**src/rtl/display_scan_ctrl.sv**
```systemverilog
// Multiplexed common-anode 7-segment scanner: strobed shadow capture, tear-free
// frame-boundary display update, leading-zero blanking, per-digit dp and PWM dimming.
module display_scan_ctrl #(
    parameter int N_DIGITS = 8,
    parameter int PRESC_W  = 17,
    parameter int BRIGHT_W = 3
) (
    input  logic                    clk,
    input  logic                    rst,
    input  logic [4*N_DIGITS-1:0]   din,
    input  logic [N_DIGITS-1:0]     dp_in,
    input  logic                    w_display,
    input  logic                    lz_en,
    input  logic [BRIGHT_W-1:0]     bright,
    input  logic                    disp_en,
    output logic [6:0]              seg,
    output logic                    dp,
    output logic [N_DIGITS-1:0]     an,
    output logic                    frame_done
);

    localparam int                IDX_W    = $clog2(N_DIGITS);
    localparam logic [IDX_W-1:0]  LAST_IDX = IDX_W'(N_DIGITS - 1);
    localparam logic [N_DIGITS-1:0] ONE_HOT0 = {{(N_DIGITS-1){1'b0}}, 1'b1};

    logic [PRESC_W-1:0]    cnt;
    logic [IDX_W-1:0]      idx;
    logic                  tick;
    logic                  wrap;

    logic [4*N_DIGITS-1:0] shadow_data;
    logic [N_DIGITS-1:0]   shadow_dp;
    logic                  pending;
    logic [4*N_DIGITS-1:0] disp_data;
    logic [N_DIGITS-1:0]   disp_dp;

    logic [3:0]            cur_nib;
    logic [N_DIGITS-1:0]   blank_vec;
    logic                  zero_run;
    logic                  lit;
    logic [6:0]            seg_next;
    logic                  dp_next;
    logic [N_DIGITS-1:0]   an_next;

    function automatic logic [6:0] hex_to_seg(input logic [3:0] h);
        // Active-low {g,f,e,d,c,b,a}
        case (h)
            4'h0: hex_to_seg = 7'h40;
            4'h1: hex_to_seg = 7'h79;
            4'h2: hex_to_seg = 7'h24;
            4'h3: hex_to_seg = 7'h30;
            4'h4: hex_to_seg = 7'h19;
            4'h5: hex_to_seg = 7'h12;
            4'h6: hex_to_seg = 7'h02;
            4'h7: hex_to_seg = 7'h78;
            4'h8: hex_to_seg = 7'h00;
            4'h9: hex_to_seg = 7'h10;
            4'hA: hex_to_seg = 7'h08;
            4'hB: hex_to_seg = 7'h03;
            4'hC: hex_to_seg = 7'h46;
            4'hD: hex_to_seg = 7'h21;
            4'hE: hex_to_seg = 7'h06;
            default: hex_to_seg = 7'h0E;
        endcase
    endfunction

    assign tick = &cnt;
    assign wrap = tick && (idx == LAST_IDX);

    always_ff @(posedge clk or negedge rst) begin
        if (!rst) begin
            cnt <= '0;
            idx <= '0;
        end else begin
            cnt <= cnt + PRESC_W'(1);
            if (tick) begin
                idx <= (idx == LAST_IDX) ? '0 : idx + IDX_W'(1);
            end
        end
    end

    // Shadow captures on every strobe; the visible copy only moves at a frame wrap.
    always_ff @(posedge clk or negedge rst) begin
        if (!rst) begin
            shadow_data <= '0;
            shadow_dp   <= '0;
            pending     <= 1'b0;
            disp_data   <= '0;
            disp_dp     <= '0;
        end else begin
            // NOTE: non-blocking assignments make the wrap copy read the shadow value
            // from before this edge, so a strobe on the wrap edge waits for the next frame.
            if (wrap && pending) begin
                disp_data <= shadow_data;
                disp_dp   <= shadow_dp;
            end
            if (w_display) begin
                shadow_data <= din;
                shadow_dp   <= dp_in;
            end
            if (w_display) begin
                pending <= 1'b1;
            end else if (wrap) begin
                pending <= 1'b0;
            end
        end
    end

    always_comb begin
        // NOTE: every variable gets a default first so no path leaves a latch behind.
        zero_run  = lz_en;
        blank_vec = '0;
        // NOTE: blocking assignments here let zero_run accumulate down the digit chain.
        for (int k = N_DIGITS - 1; k >= 1; k--) begin
            zero_run     = zero_run && (disp_data[4*k +: 4] == 4'h0);
            blank_vec[k] = zero_run;
        end
    end

    always_comb begin
        cur_nib  = disp_data[4*idx +: 4];
        lit      = disp_en && (cnt[PRESC_W-1 -: BRIGHT_W] <= bright);
        seg_next = (!disp_en || blank_vec[idx]) ? 7'h7F : hex_to_seg(cur_nib);
        dp_next  = disp_en ? ~disp_dp[idx] : 1'b1;
        an_next  = lit ? ~(ONE_HOT0 << idx) : '1;
    end

    always_ff @(posedge clk or negedge rst) begin
        if (!rst) begin
            seg        <= 7'h7F;
            dp         <= 1'b1;
            an         <= '1;
            frame_done <= 1'b0;
        end else begin
            seg        <= seg_next;
            dp         <= dp_next;
            an         <= an_next;
            frame_done <= wrap;
        end
    end

endmodule

```
**config.mk**
```make
export PLATFORM = sky130hd
export DESIGN_NAME = display_scan_ctrl
export DESIGN_NICKNAME = d
export VERILOG_FILES = /design/src/rtl/display_scan_ctrl.sv
export SDC_FILE = /design/constraint.sdc
export NUM_CORES = 1
export LEC_CHECK = 0
export BUFFER_PORTS_ARGS = -buffer_cell sky130_fd_sc_hd__clkbuf_2
export CAP_MARGIN = 20
export CORE_MARGIN = 5
export CORE_UTILIZATION = 58
export CTS_CLUSTER_DIAMETER = 80
export CTS_CLUSTER_SIZE = 25
export DETAILED_ROUTE_END_ITERATION = 16
export GPL_TIMING_DRIVEN = 0
export PLACE_DENSITY = 0.8
export REMOVE_ABC_BUFFERS = 1
export SLEW_MARGIN = 20
export SYNTH_ARGS = -nofsm -noshare
export SYNTH_HDL_FRONTEND = slang
export SYNTH_SLANG_ARGS = --single-unit
```
**constraint.sdc**
```tcl
create_clock -name clk -period 2.85 [get_ports clk]
set_input_delay 0.1425 -clock clk [delete_from_list [all_inputs] [get_ports clk]]
set_output_delay 0.1425 -clock clk [all_outputs]
set_load 0.02 [all_outputs]
```
* After elaboration in Yosys (flattened, before gate mapping)
Memory sizes are Yosys's and may differ from the RTL's.
Cells that the tools add are included.
Widths: inputs -> output; s select.
** Storage, ports and cells
- Input bits :: 48
- Register bits after elaboration :: 118
- Memory bits (read-only) :: 112
- Memories kept :: 1
- Output and inout bits :: 17
- Logic and storage cells :: 52
** Operators by class
- Muxes and demuxes :: 10
- Reduce and logical (&&, ||, !) cells :: 21
- Shifts and indexed selects :: 2
- Magnitude comparators :: 2
- Add/subtract/negate cells :: 2
- Equal/unequal tests :: 1
- Bitwise gates (word level) :: 2
** Memories
- (no name shown) :: words 16, bits a word 7, rd ports 1, clocked after memory_dff 0, write ports 0, RTL line 47 : case (h)
** Operators with widths (number)
- $shiftx 32x6->4 :: 1
- $logic_not 4->1 :: 7
- $add 17x1->17 const B :: 1
- $reduce_and 17->1 :: 1
- $logic_and 1x1->1 :: 10
- $mux 8 :: 1
- $not 8->8 :: 1
- $shl 1x3->8 const A :: 1
- $mux 7 :: 1
- $bmux 1 s3 :: 2
- $mux 1 :: 5
- $lt 3x4->1 const B :: 1
- $add 3x1->3 const B :: 1
- $eq 3x3->1 const B :: 1
- $le 3x3->1 :: 1
- $mux 3 :: 1
- $reduce_bool 2->1 :: 1
- $logic_not 1->1 :: 1
- $logic_or 1x1->1 :: 1
- $not 1->1 :: 1

* Logic depth before layout (Yosys ltp)
- Depth after elaboration :: 12
- Depth in mapped cells :: 11
- Depth with buffers taken out :: 10

* Worst setup path after synthesis
No wires, ideal clock.
- Path type :: reg2reg
- Start point :: register cnt[6]
- End point :: register disp_data[0]
- Path buffers :: 1
- Data arrival time :: 2.296 ns
- Slack :: 0.429 ns
- Required time :: 2.725 ns
- Setup time :: 0.125 ns
- Cell stages (with the launch flop) :: 12
- Period minus slack after synthesis :: 2.421 ns
- Path through :: dfrtp_1 nand2_1 nor2_1 and3_1 and4_1 and3_1 ha_1 nand2_1 inv_1 nand2_1 clkbuf_1 mux2_2
** On the way
- Longest elaborated chain between the ends :: 3
** RTL lines
- from (decl) :: RTL line 26 : logic [PRESC_W-1:0] cnt;
- from (signal assigned) :: RTL line 75 : cnt <= cnt + PRESC_W'(1);
- $reduce_and 17->1 :: RTL line 67 : assign tick = &cnt;
- via tick :: RTL line 28 : logic tick;
- $logic_and 1x1->1 :: RTL line 68 : assign wrap = tick && (idx == LAST_IDX);
- via wrap :: RTL line 29 : logic wrap;
- $logic_and 1x1->1 :: RTL line 93 : if (wrap && pending) begin
- to (signal assigned) :: RTL line 94 : disp_data <= shadow_data;
- to (decl) :: RTL line 34 : logic [4*N_DIGITS-1:0] disp_data;
The timed path passes the listed nets, and every way through them passes these cells.
A chain may end at the register's enable or synchronous reset.

* Final worst setup path
- Start point :: register cnt[6]
- End point :: register disp_data[7]
The elaborated chain is that of the path after synthesis.

==> impl_results.md <==
- Drc violations: 0
- R2R Setup Slk: 0.22 ns
- Final Hold Fails: 0
- Routed len/inst: 17.6 um
- Setup Skew: 0.00521 ns
- Buf+Inv Stages, Crit Path: 2
- Initial Util: 0.594
- Peak VDD IR: 0.425 mV
- TNS Setup: 0 ns
- Endpoints failing setup: 0
- Slowest stage delay, CP: 0.40 ns
- Post-DP HPWL: 6700 um
- Gpl congestion: 0.852
- Avg Cell Area, Syn: 13.9 um2
- First-pass detailed-route iteration total: 4
- Number of flops mapped to enable cells by yosys: 0
- Max-cap violations: 0
- Cells after Synth: 373
- Top FF cell, synth: dfrtp_1
- First-pass GRT wire length: 18500 um
- Total global-route track usage: 0.212
- CTS Buf Count: 17
- Longest Clk Path Bufs: 2
- Clock sink count: 118
- Power density over cell area: 650 nW/um2
- Dominant cells by area after synthesis: dfrtp_1 (49%), mux2_2 (18%), dfstp_2 (8.1%)
- Worst Path Arrival: 3.02 ns
- Stages on worst setup path: 11
- CP delay by family, top: simple AND/OR/NAND/NOR gates
- Via-per-instance ratio: 5.59
- Synth async-reset ratio: 1.00
- Slew Limit Fails: 0
- RSZ-0062 raised after global routing: false
- Clk root buf: clkbuf_8
- Via Count: 3392
- DIE WIDTH: 105 um
- Synth Warn #: 0
- RR Endpoint: disp_data[7]$_DFFE_PN0P_
- Worst slew pin tran: 0.997 ns
- Die height: 105 um
- Register bit count reported by yosys: 118
- Core area: 8720 um2
- DRT Wirelength: 10700 um
- Crit path launch: cnt[6]$_DFF_PN0_
- Final Core Density: 0.771
- Nets: 551
- Share of the synthesized area in the top cell type: 0.493
- Final period util: 0.923
- Reg area: 2980 um2
- WHS: 0.109 ns
- First DRT Iteration DRCs: 162
- Critical path capture point: disp_data[7]$_DFFE_PN0P_
- Fmax: 380 MHz
- Leak: 3.21 nW
- Number of global-route vias before repair: 3729
- Unique cell type count in the Yosys netlist: 47
- Share of cells above drive strength 1: 0.419
- Startpoint Class: register
- I/O pin count: 65
- CTS tree: yes
- Initial antenna violation count: 0
- CP Cell Sequence: nand2_1 > nor2_1 > and3_1 > and4_1 > and3_1 > ha_2 > nand2_1 > inv_1 > nand2_2 > buf_12 > mux2_2
- Post-synthesis cell area: 5180 um2
- HP Class: in -> async
- H-tree depth: 4
- Top-count cell post-synth: dfrtp_1
- Post-CTS Setup Bufs: 0
- CP max-delay cell: dfrtp_1
- Area leader, netlist: dfrtp_1
- Required @ worst endpoint: 3.24 ns
- Post-route ant nets: 0
- Critical Path Sink Type: register
- Commonest cells in the synthesized netlist: dfrtp_1 (102), mux2_2 (85), nand2_1 (25), ha_1 (17), dfstp_2 (16)
- # rows: 34
- Synthesis-to-finish area growth: 29.8%
- Slew headroom: 0.335
- Total gr overflow: 0
- Worst R2R Path Depth: 11
- Worst r2r src: cnt[6]$_DFF_PN0_
- Fillers: 530
- Antenna Cells: 0
- Largest net degree at the start of global routing: 84
- Worst Path Max Fanout: 33
- Worst-Skew Late Latency: 0.51 ns
- Status: finished, final reports clean
- Post-layout min period: 2.63 ns
- Die area: 10900 um2
- Buffers on Ports: 64
- Setup CP Type: reg -> reg
- Seq/Total Area, Yosys: 0.574
- Clk pin slew, worst setup/hold paths: 0.06 ns
- Multi-input gate area: 2110 um2
registers in the layout, indices dropped and copies added (netlist names):
name and cells:
seg 7, disp_data 32, pending 1, dp 1
idx 3, an 8, shadow_data 32, disp_dp 8
shadow_dp 8, cnt 17, frame_done 1
cells in the final DEF, fill, tap and decap left out, types with 4 or more instances in the layout:
cell | synthesis | routed
dfrtp_1 | 102 | 100
bufinv_16 | 0 | 6
inv_1 | 11 | 11
and3_1 | 4 | 4
clkinv_4 | 0 | 4
mux2i_1 | 8 | 7
nor4_1 | 5 | 5
mux4_2 | 4 | 4
mux2_2 | 85 | 85
clkbuf_16 | 0 | 16
xnor2_1 | 10 | 10
nor2_1 | 10 | 10
xor2_1 | 4 | 4
dlygate4sd3_1 | 0 | 42
dfstp_2 | 16 | 16
o21ai_0 | 7 | 7
clkbuf_2 | 0 | 63
nand2_1 | 25 | 24
ha_1 | 17 | 16
nand3_1 | 9 | 9
area by class of cell:
type | count | area share
sequential | 118 | 0.442
multi-input combinational | 229 | 0.313
timing repair buffer | 108 | 0.119
clock buffer | 18 | 0.0621
clock inverter | 14 | 0.0368
tap | 108 | 0.0201
inverter | 12 | 0.00670
metrics by stage:
step / power, mW / setup WS (ns) / instances / area, um2
finish: 4.37 / 0.220 / 607 / 6730
global route: 4.51 / 0.0115 / 607 / 6730
CTS: 4.41 / 0.100 / 607 / 6720
detailed placement: 1.98 / -0.0843 / 533 / 5630
global placement: 1.96 / -0.592 / 531 / 5570
floorplan: 1.87 / -0.0408 / 359 / 5120
cells by family (layout without fill, tap and decap cells):
logic type | Yosys count | after routing | synth area share
DFF | 118 | 118 | 0.574
muxes | 100 | 100 | 0.232
and+or+nand+nor | 68 | 68 | 0.0647
AOI/OAI and AO/OA | 30 | 30 | 0.0435
buffers and inverters | 26 | 152 | 0.0215
adders and majority gates | 17 | 17 | 0.0410
xor gates and xnor gates | 14 | 14 | 0.0237
per-layer routing:
| layer | share of wire | GRT usage | up-vias |
|---|---|---|---|
| met5 | 0 | 0 | - |
| met4 | 0.013 | 0.0611 | 0 |
| met3 | 0.048 | 0.0590 | 15 |
| met2 | 0.52 | 0.363 | 90 |
| met1 | 0.42 | 0.262 | 1718 |
| li1 | - | - | 1569 |
repair_timing:
| action | CTS | global route |
|---|---|---|
| pin swaps | 0 | 0 |
| gates resized for setup | 1 | 3 |
| setup endpoints to repair | 6 | 36 |
| endpoints found under the hold margin | 144 | 0 |
| hold buffers | 42 | 0 |
power by group:
group	total (mW)	switching, mW	internal [mW]
Sequential	1.78	0.0345	1.74
Clock	2.38	0.770	1.61
Combinational	0.218	0.0919	0.126
how the worst min path moves through the flow:
stage                  endpoint  slack, ns  cells past startpoint
2_1_floorplan  cnt[0]$_DFF_PN0_      -0.15                      0
3_3_place_gp       dp$_DFF_PN1_       0.36                      2
3_5_place_dp   cnt[8]$_DFF_PN0_       0.07                      1
4_1_cts        cnt[8]$_DFF_PN0_        0.1                      2
5_1_grt        cnt[8]$_DFF_PN0_       0.11                      2
6_report       cnt[6]$_DFF_PN0_       0.11                      2
Power figures use the tool's default switching activity.
